[src/rtl/phase_seq_ctrl.sv]
// phase_seq_ctrl: start/abort-gated sequencer for the 4-phase generator.
// On an accepted start it walks the phase code 000->001->010->011. Each phase
// is held for a captured dwell count, and the whole pass repeats for a
// captured loop count. A one-cycle done pulse follows a normal finish, and a
// one-cycle aborted pulse follows an accepted abort.
//
// Control sampling: start is a level that is sampled only while IDLE, and it
// is not queued. abort is sampled only while RUN and overrides every RUN
// update. Neither input has a ready/acknowledge; busy is the indication that
// a start has been taken.
module phase_seq_ctrl #(
  parameter int DWELL_W = 4,
  parameter int LOOP_W  = 4
) (
  input  logic               clk,
  input  logic               reset,
  input  logic               start,
  input  logic               abort,
  input  logic [DWELL_W-1:0] dwell,
  input  logic [LOOP_W-1:0]  loops,
  output logic [2:0]         phase,
  output logic               busy,
  output logic               done,
  output logic               aborted,
  output logic [LOOP_W-1:0]  loop_idx,
  output logic [1:0]         state_dbg
);

  typedef enum logic [1:0] {
    S_IDLE  = 2'd0,
    S_RUN   = 2'd1,
    S_DONE  = 2'd2,
    S_ABORT = 2'd3
  } state_e;

  state_e               state_q, state_d;
  logic [DWELL_W-1:0]   dwell_q, dwell_d;
  logic [LOOP_W-1:0]    loops_q, loops_d;
  logic [DWELL_W-1:0]   dwell_cnt_q, dwell_cnt_d;
  logic [1:0]           phase_q, phase_d;
  logic [LOOP_W-1:0]    loop_cnt_q, loop_cnt_d;

  // State and counter registers, cleared by the synchronous reset.
  always_ff @(posedge clk) begin
    if (reset) begin
      state_q     <= S_IDLE;
      dwell_q     <= '0;
      loops_q     <= '0;
      dwell_cnt_q <= '0;
      phase_q     <= '0;
      loop_cnt_q  <= '0;
    end else begin
      state_q     <= state_d;
      dwell_q     <= dwell_d;
      loops_q     <= loops_d;
      dwell_cnt_q <= dwell_cnt_d;
      phase_q     <= phase_d;
      loop_cnt_q  <= loop_cnt_d;
    end
  end

  // Next-state and counter update. Captured operands are never zero, so the
  // "minus one" terminal compares cannot underflow.
  always_comb begin
    state_d     = state_q;
    dwell_d     = dwell_q;
    loops_d     = loops_q;
    dwell_cnt_d = dwell_cnt_q;
    phase_d     = phase_q;
    loop_cnt_d  = loop_cnt_q;
    case (state_q)
      S_IDLE: begin
        if (start) begin
          dwell_d     = (dwell == '0) ? DWELL_W'(1) : dwell;
          loops_d     = (loops == '0) ? LOOP_W'(1) : loops;
          dwell_cnt_d = '0;
          phase_d     = '0;
          loop_cnt_d  = '0;
          state_d     = S_RUN;
        end
      end
      S_RUN: begin
        if (abort) begin
          state_d = S_ABORT;
        end else if (dwell_cnt_q == dwell_q - DWELL_W'(1)) begin
          dwell_cnt_d = '0;
          phase_d     = phase_q + 2'd1;
          if (phase_q == 2'd3) begin
            if (loop_cnt_q == loops_q - LOOP_W'(1)) begin
              state_d = S_DONE;
            end else begin
              loop_cnt_d = loop_cnt_q + LOOP_W'(1);
            end
          end
        end else begin
          dwell_cnt_d = dwell_cnt_q + DWELL_W'(1);
        end
      end
      S_DONE:  state_d = S_IDLE;
      S_ABORT: state_d = S_IDLE;
      default: state_d = S_IDLE;
    endcase
  end

  // Moore output decode from the registered state and counters.
  always_comb begin
    phase    = 3'b000;
    busy     = 1'b0;
    done     = 1'b0;
    aborted  = 1'b0;
    loop_idx = '0;
    case (state_q)
      S_RUN: begin
        busy     = 1'b1;
        phase    = {1'b0, phase_q};
        loop_idx = loop_cnt_q;
      end
      S_DONE:  done    = 1'b1;
      S_ABORT: aborted = 1'b1;
      default: ;
    endcase
  end

  assign state_dbg = state_q;

endmodule
[config.mk]
export PLATFORM = sky130hd
export DESIGN_NAME = phase_seq_ctrl
export DESIGN_NICKNAME = d
export VERILOG_FILES = /design/src/rtl/phase_seq_ctrl.sv
export SDC_FILE = /design/constraint.sdc
export NUM_CORES = 1
export LEC_CHECK = 0
export ABC_AREA = 0
export CAP_MARGIN = 15
export CORE_MARGIN = 1
export CORE_UTILIZATION = 35
export DETAILED_ROUTE_END_ITERATION = 8
export GPL_ROUTABILITY_DRIVEN = 0
export SLEW_MARGIN = 25
export SYNTH_ARGS = -nofsm -noshare
export SYNTH_HDL_FRONTEND = slang
export SYNTH_SLANG_ARGS = --single-unit
[constraint.sdc]
create_clock -name clk -period 1.75 [get_ports clk]
set_input_delay 0.35 -clock clk [delete_from_list [all_inputs] [get_ports clk]]
set_output_delay 0.35 -clock clk [all_outputs]
set_load 0.05 [all_outputs]
-- Word level (Yosys, flattened, before mapping)
Cells that the tools add are included.
- output and inout bits: 12
- word-level logic and storage cells: 61
- flip-flop bits (word level): 20
- mux-type cells: 26
- add/subtract/negate cells: 5
- reduce and logical (&&, ||, !) cells: 10
- eq/ne operators: 14
- operators by type and width (cell ; number):
    4-bit 2-to-1 mux ; 10
    2-bit 2-to-1 mux ; 9
    4-bit case mux with 2 select lines ; 2
    2-bit != test (second input constant) ; 5
    3-bit != test (second input constant) ; 3
    4-bit by 1-bit adder with 4-bit output (second input constant) ; 2
    4-bit == test ; 2
    4-bit logical NOT ; 2
    4-bit AND reduction ; 2
    4-bit by 1-bit subtractor with 4-bit output (second input constant) ; 2
    2-bit == test (second input constant) ; 3
    2-bit case mux with 3 select lines ; 1
    6-bit AND reduction ; 1
    2-bit case mux with 2 select lines ; 1
    1-bit 2-to-1 mux ; 3
    3-bit AND reduction ; 1
    2-bit by 1-bit adder with 2-bit output (second input constant) ; 1
    2-bit by 1-bit == test with 1-bit output (second input constant) ; 1
    2-bit logical NOT ; 1
    2-bit AND reduction ; 1
    2-bit nonzero test ; 1
    2-bit OR reduction ; 1

-- Depth between registers and ports, before layout
- depth after elaboration: 7
- mapped depth: 8
- mapped depth without buffers: 7

-- Worst setup path before layout
OpenSTA, ideal clock, no wires.
- kind: reg2reg
- from: reg state_q[1], in the netlist state_dbg[1]
- to: reg loop_cnt_q[3]
- library setup time: 131 ps
- path buffers: 0
- required time: 1619 ps
- arrival: 1856 ps
- period minus slack after synthesis: 1987 ps
- stages on the path, launching flop included: 7
- slack: -237 ps
- cells stage by stage: dfxtp_1 -> nand2b_4 -> inv_2 -> and3_1 -> a31o_2 -> o211ai_1 -> o311ai_1
- word-level cells in the longest chain between the ends: 3
- elaborated cells between the ends (all ways): 10
- RTL lines (what ; RTL line ; source):
    from (decl) ; 36 ; state_e state_q, state_d;
    from (signal assigned) ; 53 ; state_q <= state_d;
    2-bit by 1-bit == test with 1-bit output or 2-bit logical NOT (tied branches) ; 71 ; case (state_q)
    2-bit != test (no line) or 2-bit nonzero test (tied branches) ; - ;
    6-bit AND reduction (no line) ; - ;
    to (signal assigned) ; 58 ; loop_cnt_q <= loop_cnt_d;
    to (decl) ; 41 ; logic [LOOP_W-1:0] loop_cnt_q, loop_cnt_d;
Several ways; a longest one is shown, not always the timed one.
A chain may end at the register's enable or synchronous reset.

-- Final worst setup path
- from: reg dwell_q[0]
- to: reg loop_cnt_q[3]
- word-level cells in the longest chain between the ends: 4
- RTL lines (what ; RTL line ; source):
    from (decl) ; 37 ; logic [DWELL_W-1:0] dwell_q, dwell_d;
    from (signal assigned) ; 54 ; dwell_q <= dwell_d;
    4-bit by 1-bit subtractor with 4-bit output ; 85 ; end else if (dwell_cnt_q == dwell_q - DWELL_W'(1)) begin
    4-bit == test ; 85 ;
    2-bit != test (no line) ; - ;
    6-bit AND reduction (no line) ; - ;
Every way passes these cells.

==> qor.yml <==
r2r_start: "dwell_q[0]"
worstHoldStart: "loops_q[3]"
ys.flop_type: "dfxtp_1"
final_nets: 199
drv_cap: 0
switchingPower_uw: 481
internal_power_uw: 1020
finish.utilization_pct: 60.6
ant_nets: 0
synth_cell_types: 41
num_antenna_cells: 0
cp-end-kind: "register"
critPathArrivalTime_ns: 2.01
period_share_pct: 103
synth_nets: 154
die_area_sq_um: 3630
wirelength_mm: 3.17
synth_seq_cells: 20
cts_buffers: 3
pwr_density_cell_nw_per_um2: 790
peakVddDrop_mv: 0.338
drt-initial-drc-count: 17
yosys.area_share.simple_pct: 29.8
avgSynthCellArea_sq_um: 8.67
timing_hold_violations_final: 0
pwr-share-comb_pct: 39.3
dp_slack_ns: -0.181
ys_top_cells_by_area: "dfxtp_1 34%, xnor2_1 7.4%, nand2_1 5.7%"
stdcell_area_sq_um: 1900
maxSlewViolCount: 0
rsz0062_at_grt: "true"
min_path_type: "reg -> reg"
floorplan.initialDensity_pct: 38.0
route.detailed.drc: 0
reg2reg_depth: 7
regToRegSetupSlack_ns: -0.06
synthCells: 137
final.setup.tns_ns: -0.105
worst_slack_ns: -0.0551
period_needed_ns: 1.81
dp_hpwl_mm: 2.13
p_leak_uw: 0.000748
violations: "setup timing"
min_path_cells: 2
drive_above_1_share_pct: 43.1
min_to: "loops_q[3]"
p_sw_share_pct: 32.1
vias: 1151
overflow: 0
via_per_inst: 5.12
clk_latency_ns: 0.31
pwr-share-clk_pct: 25.9
hold_ws_ns: 0.485
fin_skew_ns: 0.0122
yosysMostFrequentCell: "dfxtp_1"
synthArstFlopShare_pct: 0
die_x_um: 60.2
cts_root_buf: "clkbuf_4"
grt_start_max_net_pins: 13
yosys_warnings: 0
ios: 24
htreeDepth: 1
syn2layout_area_growth_pct: 59.7
grt_pass1_vias: 1103
first_pass_iters: 4
synthXorXnorAreaFrac_pct: 11.1
port_buffers: 22
finalSetupViolations: 2
cts_tree: "yes"
crit_path_max_fanout: 3
synthMuxAreaShare_pct: 2.53
grt_pass1_wl_mm: 4.71
synth_compound_area_share_pct: 13.0
start_kind: "register"
clock_path_buffers: 2
fmax_mhz: 554
yosysTopAreaCell: "dfxtp_1"
seqPwrFrac_pct: 34.8
coreArea_sq_um: 3130
status: "complete, but fails checks"
synthesis.area_sq_um: 1190
dpl_cell_area_sq_um: 1650
synth_top_area_share_pct: 33.7
clock_sinks: 20
synth_top_family_by_area: "simple AND/OR/NAND/NOR gates"
postCtsHoldBufs: 0
crit_type: "reg -> reg"
synth-edff-count: 0
fp-row-count: 20
timing.rr.end: "loop_cnt_q[3]"
yosysSeqAreaShare_pct: 33.7
grt_use_total_pct: 17.6
cp.required_ns: 1.96
cts.clk_slew.worst_paths_ns: 0.13
grt_antenna_before_repair: 0
synth_fa_ha_area_share_pct: 5.27
yosys-top-cells-count: "20 x dfxtp_1, 18 x nand2_1, 10 x nor2_1, 10 x xnor2_1, 9 x a21oi_1"
wl_per_cell_um: 14.1
die_y_um: 60.2
[sequential cells by signal (all words and copies together) (netlist names)]
register / count
dwell_cnt_q: 4
dwell_q: 4
loop_cnt_q: 4
loops_q: 4
phase_q: 2
state_dbg: 2
[power by group through the flow]
stage	Clock, uW	Sequential, uW	Combinational, uW
floorplan	0	544	275
global placement	0	527	449
detailed placement	0	530	456
CTS	388	519	486
global route	408	528	636
finish	388	522	590
[layout by cell type (no fill, tap or decap), types with 3 or more instances in the layout]
cell type        count
a21oi_1              9
and2_4               6
buf_12              10
buf_4               21
clkbuf_4             3
clkdlybuf4s50_1     11
dfxtp_1             14
dfxtp_2              4
ha_1                 3
inv_2                5
mux2i_1              3
nand2_1             17
nand3_1              7
nor2_1               9
nor3_1               5
xnor2_1              7
xnor2_2              3
xor2_1               4
[per-layer routing]
| metal | GRT usage, % | wire length [um] | vias to the layer above |
|---|---|---|---|
| li1 | - | - | 561 |
| met4 | 9.97 | 91 | 0 |
| met3 | 3.68 | 169 | 9 |
| met5 | 0 | 0 | - |
| met2 | 30.8 | 1630 | 47 |
| met1 | 19.4 | 1280 | 534 |
[cell families after synthesis]
kind of cell,after synthesis
other cells,1
flops,20
buf+inv,9
xor+xnor,15
mux,3
fa+ha+maj,5
simple gates,63
compound gates,21
[layout make-up]
class,instances,area [sq um]
inverter,5,18.8
clock inverter,1,30.0
tap,44,55.1
timing repair buffer,44,490
fill,268,1230
clock buffer,3,22.5
multi-input combinational,108,867
sequential,20,413
[worst max-delay path, cell delays in order, from the launching register on]
cell,delay (ns)
dfxtp_2,0.35
inv_2,0.05
ha_4,0.24
xnor2_2,0.13
nor2_2,0.22
and4bb_2,0.31
nand2_2,0.08
o311ai_2,0.31
[per-stage QoR]
step / std cells / power [uW]
global route: 225 / 1570
floorplan: 137 / 819
CTS: 223 / 1390
global placement: 216 / 977
finish: 225 / 1500
detailed placement: 216 / 986
[how the worst max path moves through the flow]
| stage | from | to | slack (ns) | cells past startpoint |
|---|---|---|---|---|
| floorplan | state_dbg[1] | loop_cnt_q[3] | 0.01 | 6 |
| global placement | abort | loop_cnt_q[0] | -0.11 | 7 |
| detailed placement | abort | loop_cnt_q[3] | -0.18 | 6 |
| CTS | state_dbg[1] | phase[0] | 0.003 | 5 |
| global route | dwell_q[0] | loop_cnt_q[3] | -0.09 | 7 |
| finish | dwell_q[0] | loop_cnt_q[3] | -0.06 | 7 |
[what timing repair did]
action | CTS | global route
pin swaps | 7 | 7
endpoints found under the setup margin | 10 | 18
cloned | 0 | 0
buffers inserted | 3 | 2
resized for setup | 11 | 22
No activity file was read; power rests on OpenSTA's default activity.
